--- src/rtl/bp_be_pkg.sv ---
// Shared BE commit-trace definitions: record layout macros (timestamp-aware)
// and the trace-buffer FSM state enum.
// Optional feature macro: BP_BE_CMT_TRACE_TIMESTAMP_EN adds a cycle timestamp
// as the record MSBs.

`ifndef BP_BE_PKG_SV
`define BP_BE_PKG_SV

`ifdef BP_BE_CMT_TRACE_TIMESTAMP_EN
`define BP_BE_CMT_TRACE_TS_FIELD(ts_width_mp) logic [ts_width_mp-1:0] ts;
`define BP_BE_CMT_TRACE_TS_WIDTH(ts_width_mp) (ts_width_mp)
`else
`define BP_BE_CMT_TRACE_TS_FIELD(ts_width_mp)
`define BP_BE_CMT_TRACE_TS_WIDTH(ts_width_mp) (0 * (ts_width_mp))
`endif

// Packed record, MSB first: [ts,] seq, drop_flag, trap_v, ret_v, cause,
// rd_w_v, rd_addr, rd_data, instr, pc.
`define DECLARE_BP_BE_CMT_TRACE_REC_S(vaddr_width_mp, seq_width_mp, ts_width_mp) \
  typedef struct packed {                                                       \
    `BP_BE_CMT_TRACE_TS_FIELD(ts_width_mp)                                      \
    logic [seq_width_mp-1:0]   seq;                                             \
    logic                      drop_flag;                                       \
    logic                      trap_v;                                          \
    logic                      ret_v;                                           \
    logic [4:0]                cause;                                           \
    logic                      rd_w_v;                                          \
    logic [4:0]                rd_addr;                                         \
    logic [63:0]               rd_data;                                         \
    logic [31:0]               instr;                                           \
    logic [vaddr_width_mp-1:0] pc;                                              \
  } bp_be_cmt_trace_rec_s

// Fixed fields: drop_flag+trap_v+ret_v+cause+rd_w_v = 9, rd_addr 5,
// rd_data 64, instr 32.
`define BP_BE_CMT_TRACE_REC_WIDTH(vaddr_width_mp, seq_width_mp, ts_width_mp) \
  (`BP_BE_CMT_TRACE_TS_WIDTH(ts_width_mp) + (seq_width_mp) + 9 + 5 + 64 + 32 + (vaddr_width_mp))

`endif

package bp_be_pkg;

  // e_drop_pend: at least one commit was dropped since the last enqueue,
  // so the next enqueued record must carry drop_flag.
  typedef enum logic {
    e_normal    = 1'b0,
    e_drop_pend = 1'b1
  } bp_be_cmt_trace_state_e;

endpackage

--- src/rtl/bp_be_cmt_trace_fifo.sv ---
// els_p x width_p 1r1w ring buffer for commit-trace records.
// Pointers and occupancy count reset asynchronously; storage does not.
// flush_i empties the buffer on the next edge and overrides enq/deq.

module bp_be_cmt_trace_fifo
  import bp_be_pkg::*;
#(
  parameter int width_p = 8,
  parameter int els_p   = 8
) (
  input  logic               clk_i,
  input  logic               reset_i,
  input  logic               flush_i,
  input  logic               enq_i,
  input  logic [width_p-1:0] data_i,
  input  logic               deq_i,
  output logic               v_o,
  output logic [width_p-1:0] data_o,
  output logic               full_o
);

  localparam int ptr_width_lp = $clog2(els_p);
  localparam int cnt_width_lp = ptr_width_lp + 1;

  logic [width_p-1:0]      mem [els_p];
  logic [ptr_width_lp-1:0] wptr_r, rptr_r;
  logic [cnt_width_lp-1:0] cnt_r;

  // Record storage write.
  // NOTE: storage has no reset; validity is tracked by cnt_r alone, so
  // resetting the array would only cost flops and reset fanout.
  always_ff @(posedge clk_i) begin
    if (enq_i && !flush_i) begin
      mem[wptr_r] <= data_i;
    end
  end

  // Pointer and occupancy bookkeeping; flush wins over enq/deq.
  // NOTE: sequential state uses non-blocking assignments so every register
  // samples the pre-edge values regardless of statement order.
  always_ff @(posedge clk_i or posedge reset_i) begin
    if (reset_i) begin
      wptr_r <= '0;
      rptr_r <= '0;
      cnt_r  <= '0;
    end else if (flush_i) begin
      wptr_r <= '0;
      rptr_r <= '0;
      cnt_r  <= '0;
    end else begin
      wptr_r <= wptr_r + ptr_width_lp'(enq_i);
      rptr_r <= rptr_r + ptr_width_lp'(deq_i);
      cnt_r  <= cnt_r + cnt_width_lp'(enq_i) - cnt_width_lp'(deq_i);
    end
  end

  // Status comes only from the registered count, never from inputs.
  assign v_o    = (cnt_r != '0);
  assign full_o = (cnt_r == cnt_width_lp'(els_p));
  assign data_o = mem[rptr_r];

endmodule

--- src/rtl/bp_be_cmt_trace_buffer.sv ---
// Commit-trace buffer: captures one record per commit-point event, buffers
// it, drains over valid/ready, tags records with a wrapping sequence number
// and flags the first record after dropped commits. Never back-pressures:
// overflow drops and counts (saturating).
// Optional feature macro: BP_BE_CMT_TRACE_TIMESTAMP_EN (free-running cycle
// counter sampled into the record MSBs at enqueue).

module bp_be_cmt_trace_buffer
  import bp_be_pkg::*;
#(
  parameter  int vaddr_width_p    = 39,
  parameter  int els_p            = 8,
  parameter  int seq_width_p      = 16,
  parameter  int drop_cnt_width_p = 16,
  parameter  int ts_width_p       = 32,
  localparam int rec_width_lp     = `BP_BE_CMT_TRACE_REC_WIDTH(vaddr_width_p, seq_width_p, ts_width_p)
) (
  input  logic                        clk_i,
  input  logic                        reset_i,
  input  logic                        cmt_v_i,
  input  logic [vaddr_width_p-1:0]    cmt_pc_i,
  input  logic [31:0]                 cmt_instr_i,
  input  logic                        cmt_rd_w_v_i,
  input  logic [4:0]                  cmt_rd_addr_i,
  input  logic [63:0]                 cmt_rd_data_i,
  input  logic                        cmt_trap_v_i,
  input  logic                        cmt_ret_v_i,
  input  logic [4:0]                  cmt_cause_i,
  input  logic                        flush_i,
  output logic                        trace_v_o,
  input  logic                        trace_ready_i,
  output logic [rec_width_lp-1:0]     trace_data_o,
  output logic                        full_o,
  output logic [drop_cnt_width_p-1:0] drop_count_o
);

  `DECLARE_BP_BE_CMT_TRACE_REC_S(vaddr_width_p, seq_width_p, ts_width_p);

  bp_be_cmt_trace_rec_s   rec_li;
  bp_be_cmt_trace_state_e state_r, state_n;

  logic [seq_width_p-1:0]      seq_r;
  logic [drop_cnt_width_p-1:0] drop_cnt_r;
  logic fifo_v, fifo_full;
  logic cmt_fire, deq, enq, drop;

  // A flush discards the same-cycle commit and handshake entirely.
  assign cmt_fire = cmt_v_i & ~flush_i;
  assign deq      = fifo_v & trace_ready_i & ~flush_i;
  // A full buffer still accepts when a record leaves the same cycle.
  assign enq      = cmt_fire & (~fifo_full | deq);
  assign drop     = cmt_fire & fifo_full & ~deq;

`ifdef BP_BE_CMT_TRACE_TIMESTAMP_EN
  logic [ts_width_p-1:0] ts_r;

  // Free-running cycle counter, wraps.
  always_ff @(posedge clk_i or posedge reset_i) begin
    if (reset_i) ts_r <= '0;
    else         ts_r <= ts_r + 1'b1;
  end
`endif

  // Sequence number advances on every non-flushed commit, accepted or
  // dropped, so consumers see gaps where records were lost.
  always_ff @(posedge clk_i or posedge reset_i) begin
    if (reset_i)       seq_r <= '0;
    else if (cmt_fire) seq_r <= seq_r + 1'b1;
  end

  // Saturating count of dropped commits; flush leaves it untouched.
  always_ff @(posedge clk_i or posedge reset_i) begin
    if (reset_i)                   drop_cnt_r <= '0;
    else if (drop && !(&drop_cnt_r)) drop_cnt_r <= drop_cnt_r + 1'b1;
  end

  // Drop-pending FSM state register.
  always_ff @(posedge clk_i or posedge reset_i) begin
    if (reset_i) state_r <= e_normal;
    else         state_r <= state_n;
  end

  // Drop-pending FSM next state; flush returns to e_normal unconditionally.
  // NOTE: combinational blocks assign a default first so no path can leave
  // a variable unassigned and infer a latch.
  always_comb begin
    state_n = state_r;
    unique case (state_r)
      e_normal:    if (drop) state_n = e_drop_pend;
      e_drop_pend: if (enq)  state_n = e_normal;
      default:     state_n = e_normal;
    endcase
    if (flush_i) state_n = e_normal;
  end

  // Record assembly; commit fields pass through unmodified.
  always_comb begin
    rec_li           = '0;
`ifdef BP_BE_CMT_TRACE_TIMESTAMP_EN
    rec_li.ts        = ts_r;
`endif
    rec_li.seq       = seq_r;
    rec_li.drop_flag = (state_r == e_drop_pend);
    rec_li.trap_v    = cmt_trap_v_i;
    rec_li.ret_v     = cmt_ret_v_i;
    rec_li.cause     = cmt_cause_i;
    rec_li.rd_w_v    = cmt_rd_w_v_i;
    rec_li.rd_addr   = cmt_rd_addr_i;
    rec_li.rd_data   = cmt_rd_data_i;
    rec_li.instr     = cmt_instr_i;
    rec_li.pc        = cmt_pc_i;
  end

  bp_be_cmt_trace_fifo #(
    .width_p (rec_width_lp),
    .els_p   (els_p)
  ) u_fifo (
    .clk_i   (clk_i),
    .reset_i (reset_i),
    .flush_i (flush_i),
    .enq_i   (enq),
    .data_i  (rec_li),
    .deq_i   (deq),
    .v_o     (fifo_v),
    .data_o  (trace_data_o),
    .full_o  (fifo_full)
  );

  assign trace_v_o    = fifo_v;
  assign full_o       = fifo_full;
  assign drop_count_o = drop_cnt_r;

endmodule

--- config.mk ---
export PLATFORM = sky130hd
export DESIGN_NAME = bp_be_cmt_trace_buffer
export DESIGN_NICKNAME = d
export VERILOG_FILES = /design/src/rtl/bp_be_pkg.sv /design/src/rtl/bp_be_cmt_trace_fifo.sv /design/src/rtl/bp_be_cmt_trace_buffer.sv
export SDC_FILE = /design/constraint.sdc
export NUM_CORES = 1
export LEC_CHECK = 0
export CAP_MARGIN = 20
export CORE_MARGIN = 2
export CORE_UTILIZATION = 45
export CTS_CLUSTER_DIAMETER = 80
export DETAILED_ROUTE_END_ITERATION = 7
export GPL_ROUTABILITY_DRIVEN = 0
export SETUP_SLACK_MARGIN = 0.3
export SYNTH_ARGS = -nofsm -noshare
export SYNTH_HDL_FRONTEND = slang
export SYNTH_SLANG_ARGS = --single-unit
export TNS_END_PERCENT = 5
--- constraint.sdc ---
create_clock -name clk_i -period 27 [get_ports clk_i]
set_clock_uncertainty 0.15 [all_clocks]
set_input_delay 4.05 -clock clk_i [delete_from_list [all_inputs] [get_ports clk_i]]
set_output_delay 4.05 -clock clk_i [all_outputs]
set_load 0.03 [all_outputs]
Yosys cells after proc, flatten, opt, wreduce, memory -nomap -nowiden
Memories as Yosys holds them, arrays and structs flattened.
Cells that the tools add are included.
{"block": "totals", "reg_bits": 43, "mem_bits_rw": 1320, "input_bits": 153, "output_inout_bits": 183, "word_cells": 40, "n_memories": 1}
{"block": "classes", "addsub": 6, "n_eq_ne": 1, "muxes": 9, "bitwise_logic": 11, "reduce_logical": 6}
{"name": "u_fifo.mem", "depth": 8, "word_bits": 165, "read_ports": 1, "rd_ports_with_merged_regs": 0, "wr": 1, "line_no": "bp_be_cmt_trace_fifo.sv:25", "source": "logic [width_p-1:0] mem [els_p];"}
{"cell": "$add A16 B1 Y16 const B", "n": 2}
{"cell": "$reduce_and A16 Y1", "n": 1}
{"cell": "$add A3 B1 Y3", "n": 2}
{"cell": "$and A1 B1 Y1", "n": 6}
{"cell": "$mux W3", "n": 2}
{"cell": "$mux W1", "n": 5}
{"cell": "$add A4 B1 Y4", "n": 1}
{"cell": "$eq A4 B4 Y1 const B", "n": 1}
{"cell": "$mux W4", "n": 1}
{"cell": "$not A1 Y1", "n": 4}
{"cell": "$reduce_bool A4 Y1", "n": 1}
{"cell": "$sub A4 B1 Y4", "n": 1}
{"cell": "$logic_and A1 B1 Y1", "n": 2}
{"cell": "$logic_not A1 Y1", "n": 2}
{"cell": "$pmux W1 S2", "n": 1}
{"cell": "$or A1 B1 Y1", "n": 1}

Longest topological paths before layout
{"block": "depth", "word_depth": 8, "mapped_depth": 11, "mapped_depth_nobuf": 11}

By module
A second synthesis with hierarchy kept.
{"block": "unflattened", "hier_cells": 2107, "area_unflattened_um2": 52322.7}
{"mod": "bp_be_cmt_trace_fifo", "instances": 1, "cells_per_inst": 1969, "area_per_inst_um2": 50676.1, "seq_area_each_um2": 39888.3}
{"mod": "bp_be_cmt_trace_buffer", "instances": 1, "cells_per_inst": 138, "area_per_inst_um2": 1646.6, "seq_area_each_um2": 825.8}

Least setup slack after synthesis
No wires, ideal clock.
{"block": "synth_timing", "kind": "input-to-reg", "from": "input flush_i", "to": "memory u_fifo.mem[1][0] (netlist name) (enable)", "setup_ps": 891, "arrival_time_ps": 15961, "required_ps": 25959, "setup_slack_ps": 9998, "cell_stages": 4, "n_path_buf": 0, "path_cell_list": "and2b_1 a21boi_0 nand2_1 nor3_1"}
{"block": "synth_via", "elab_chain_cells": 7, "word_cells_on_any_way": 9, "cone_classes": "mux: 2; bitwise: 5; reduce/logical: 2"}
{"item": "from (decl)", "line_no": "bp_be_cmt_trace_buffer.sv:29", "source": "input logic flush_i,"}
{"item": "$not A1 Y1", "line_no": "bp_be_cmt_trace_buffer.sv:48, bp_be_cmt_trace_buffer.sv:49"}
{"item": "$and A1 B1 Y1", "line_no": "bp_be_cmt_trace_buffer.sv:49", "source": "assign deq = fifo_v & trace_ready_i & ~flush_i;"}
{"item": "$or A1 B1 Y1", "line_no": "bp_be_cmt_trace_buffer.sv:51", "source": "assign enq = cmt_fire & (~fifo_full | deq);"}
{"item": "$and A1 B1 Y1", "line_no": "bp_be_cmt_trace_buffer.sv:51"}
{"item": "$logic_and A1 B1 Y1 *", "line_no": "bp_be_cmt_trace_fifo.sv:33", "source": "if (enq_i && !flush_i) begin"}
{"item": "$mux W1 *", "line_no": "bp_be_cmt_trace_fifo.sv:33"}
{"item": "$mux W1 (implied by the code) *", "line_no": "bp_be_cmt_trace_fifo.sv:34", "source": "mem[wptr_r] <= data_i;"}
{"item": "to (decl)", "line_no": "bp_be_cmt_trace_fifo.sv:25"}
Mark *: on every way between the ends. The rest lies on a longest branch, timed or not.

Worst setup path after layout
{"block": "layout_timing", "from": "register u_fifo.rptr_r[0]", "to": "output trace_data_o[46]"}
{"block": "layout_via", "elab_chain_cells": 1}
{"item": "from (decl)", "line_no": "bp_be_cmt_trace_fifo.sv:26", "source": "logic [ptr_width_lp-1:0] wptr_r, rptr_r;"}
{"item": "from (signal assigned)", "line_no": "bp_be_cmt_trace_fifo.sv:52", "source": "rptr_r <= rptr_r + ptr_width_lp'(deq_i);"}
{"item": "$mem_v2 Z8 W165"}
{"item": "to (decl)", "line_no": "bp_be_cmt_trace_buffer.sv:32", "source": "output logic [rec_width_lp-1:0] trace_data_o,"}
Every way passes these cells.

==> out/qor.csv <==
metric,value,unit
status,finished clean,
clk buf depth,3,
Clk network pwr share,37.0,%
Die Y,345,µm
Synth Net Count,2273,
CP startpoint kind,flip-flop,
Syn. warnings,0,
Worst Path Required,22.80,ns
"Core Util, Final",53.8,%
Post-Route Hold Slack,0.376,ns
vias in the first global route,24607,
Core Area,115000,µm²
Pre-Repair DR Iteration Count,5,
global-route wire length before repair,159000,µm
DIE WIDTH,345,µm
Tmin final,10.35,ns
Int Pwr,3810,µW
Netlist cell types,38,
H-tree Lvls,4,
half-perimeter wire length after placement,57900,µm
First DRT Iteration DRCs,1598,
final wirelength,108000,µm
final hold vios,0,
DRC viols,0,
fin. max-slew vios,0,
CTS Buf Count,141,
sequential fraction of the synthesis area,78.0,%
Layout area overhead,18.1,%
Worst Tran Pin Value,1.09,ns
most used cell along the critical path,buf_4,
"delay-heaviest family, CP",buffers and inverters,
share of cells above drive strength 1,22.9,%
"critical path fanouts, max",55,
Power Total,4990,µW
"EDFF count, synth",1320,
peak supply drop,0.0000576,V
Async SR Flop Fraction,3.15,%
main flop type after synthesis,edfxtp_1,
Crit-path slowest cell,dfrtp_4,
f_max,96.6,MHz
LEAKAGE,0.0195,µW
Reg power frac,48.6,%
Switch Pwr,1180,µW
Filler cells,8601,
RSZ-0062 raised after global routing,no,
Final ANT Viol Nets,0,
Final setup viols,0,
routed len/inst,26.1,µm
"Cell Area, Synth",52200,µm²
Layout Nets,2703,
CTS tree,done,
Gate power share,14.4,%
Mapped Cells,2107,
Ports,336,
vias post-DR,23184,
max-cap check violation count,0,
"slowest stage delay, CP",1.06,ns
DIE AREA,119000,µm²
std cell rows,124,
clk_lat worst skew,0.73,ns
Post-CTS Setup Inserts,0,
largest net degree at the start of global routing,73,
period utilization,38.3,%
setup TNS,0,ns
Clock Sinks,1363,
"Reg clk slew, reported paths",0.06,ns
critical path arrival,6.15,ns
Starting Density,45.6,%
crit path kind,reg2out,
Pwr Density,80.9,nW/µm²
Worst Setup End Kind,primary output,
hold crit path type,reg2reg,
post-DR vias/cell,5.57,
CP cell instances,buf_4 > buf_4 > buf_4 > mux4_1 > mux2_2 > clkdlybuf4s50_1,
gr usage total,18.2,%
max_slew headroom,27.2,%
Root Buffer,clkbuf_16,
sw frac,23.6,%
"flops & latches, synth",1363,
Port-buffer cells,335,
CTS Hold Bufs,0,
Final Cell Area,61700,µm²
Avg Inst Size Synth,24.8,µm²
initial antenna violation count,10,
"commonest non-fill, non-tap cell in the layout",edfxtp_1,
worst path bufs/invs,4,
CTS resizes,0,
global route overflow,0,
placed cell areas,57200,µm²
most frequent cells in the layout,"1,320 x edfxtp_1, 335 x clkdlybuf4s50_1, 193 x mux4_2",
## sequential cells by signal, summed over array words and instances (netlist names)
register	flops
seq_r	16
u_fifo.cnt_r	4
u_fifo.mem	1320
u_fifo.wptr_r	3
state_r	1
drop_count_o	16
u_fifo.rptr_r	3
## final timing paths
kind | from | cells after the start | end | slack (ns)
max | u_fifo.rptr_r[0] | 6 | trace_data_o[46] | 16.65
min | drop_count_o[15] | 1 | drop_count_o[15] | 0.38
max reg2reg | u_fifo.cnt_r[2] | 8 | u_fifo.mem[0][106] | 22.98
min reg2reg | drop_count_o[15] | 1 | drop_count_o[15] | 0.38
max in group asynchronous | reset_i | 3 | u_fifo.rptr_r[1] | 22.87
min in group asynchronous | reset_i | 2 | drop_count_o[11] | 3.38
## power groups by stage
stage	clock network (µW)	logic [µW]	registers, µW
floorplan	0	497	2470
global placement	0	726	2460
detailed placement	0	732	2470
CTS	1890	736	2430
global route	1970	767	2430
finish	1840	720	2420
## cells in the mapped netlist (14+ instances only)
cell type / n / area, µm²
mux4_1: 137 / 3600
mux4_2: 193 / 4350
edfxtp_1: 1320 / 39600
dfrtp_1: 43 / 1080
clkbuf_1: 31 / 116
xnor2_1: 14 / 123
nor2_1: 16 / 60.1
buf_6: 32 / 360
xor2_1: 19 / 166
buf_1: 21 / 78.8
nand3_1: 15 / 75.1
mux2_2: 168 / 1890
## stage by stage
step / std cells / worst slack, ns
after floorplan: 2107 / 10.0
final: 4162 / 16.65
after CTS: 4158 / 16.43
after detailed placement: 3905 / 17.24
after global placement: 3905 / 17.29
after global routing: 4161 / 16.13
## final cells by class
class	count	area (µm²)	area share, %
diodes	3	7.51	0.0122
clock buffers	185	3810	6.18
clock inverters	68	581	0.942
inverters	8	30.0	0.0487
multi-input cells	641	10900	17.7
flip-flops and latches	1363	40700	66.0
well taps	1512	1890	3.07
repair buffers	382	3720	6.03
## layer usage
layer / up-vias / GRT usage (%) / wire length [µm]
met4: 16 / 4.81 / 1750
met3: 151 / 4.00 / 6030
met5: - / 0 / 99
li1: 9979 / - / -
met1: 12498 / 25.5 / 47500
met2: 540 / 29.3 / 53100
## kinds of logic (layout without fill, tap and decap cells)
group                      Yosys count  in the layout  synth area share [%]
DFF                               1363           1363                  78.0
muxes                              498            498                  18.8
buffers and inverters              103            643                  1.28
and+or+nand+nor                     93             93                 0.999
xor gates and xnor gates            33             33                 0.553
adders and majority gates           13             13                 0.326
AOI/OAI and AO/OA                    4              4                0.0479
other                                0              3                     0
Power figures use the tool's default switching activity.
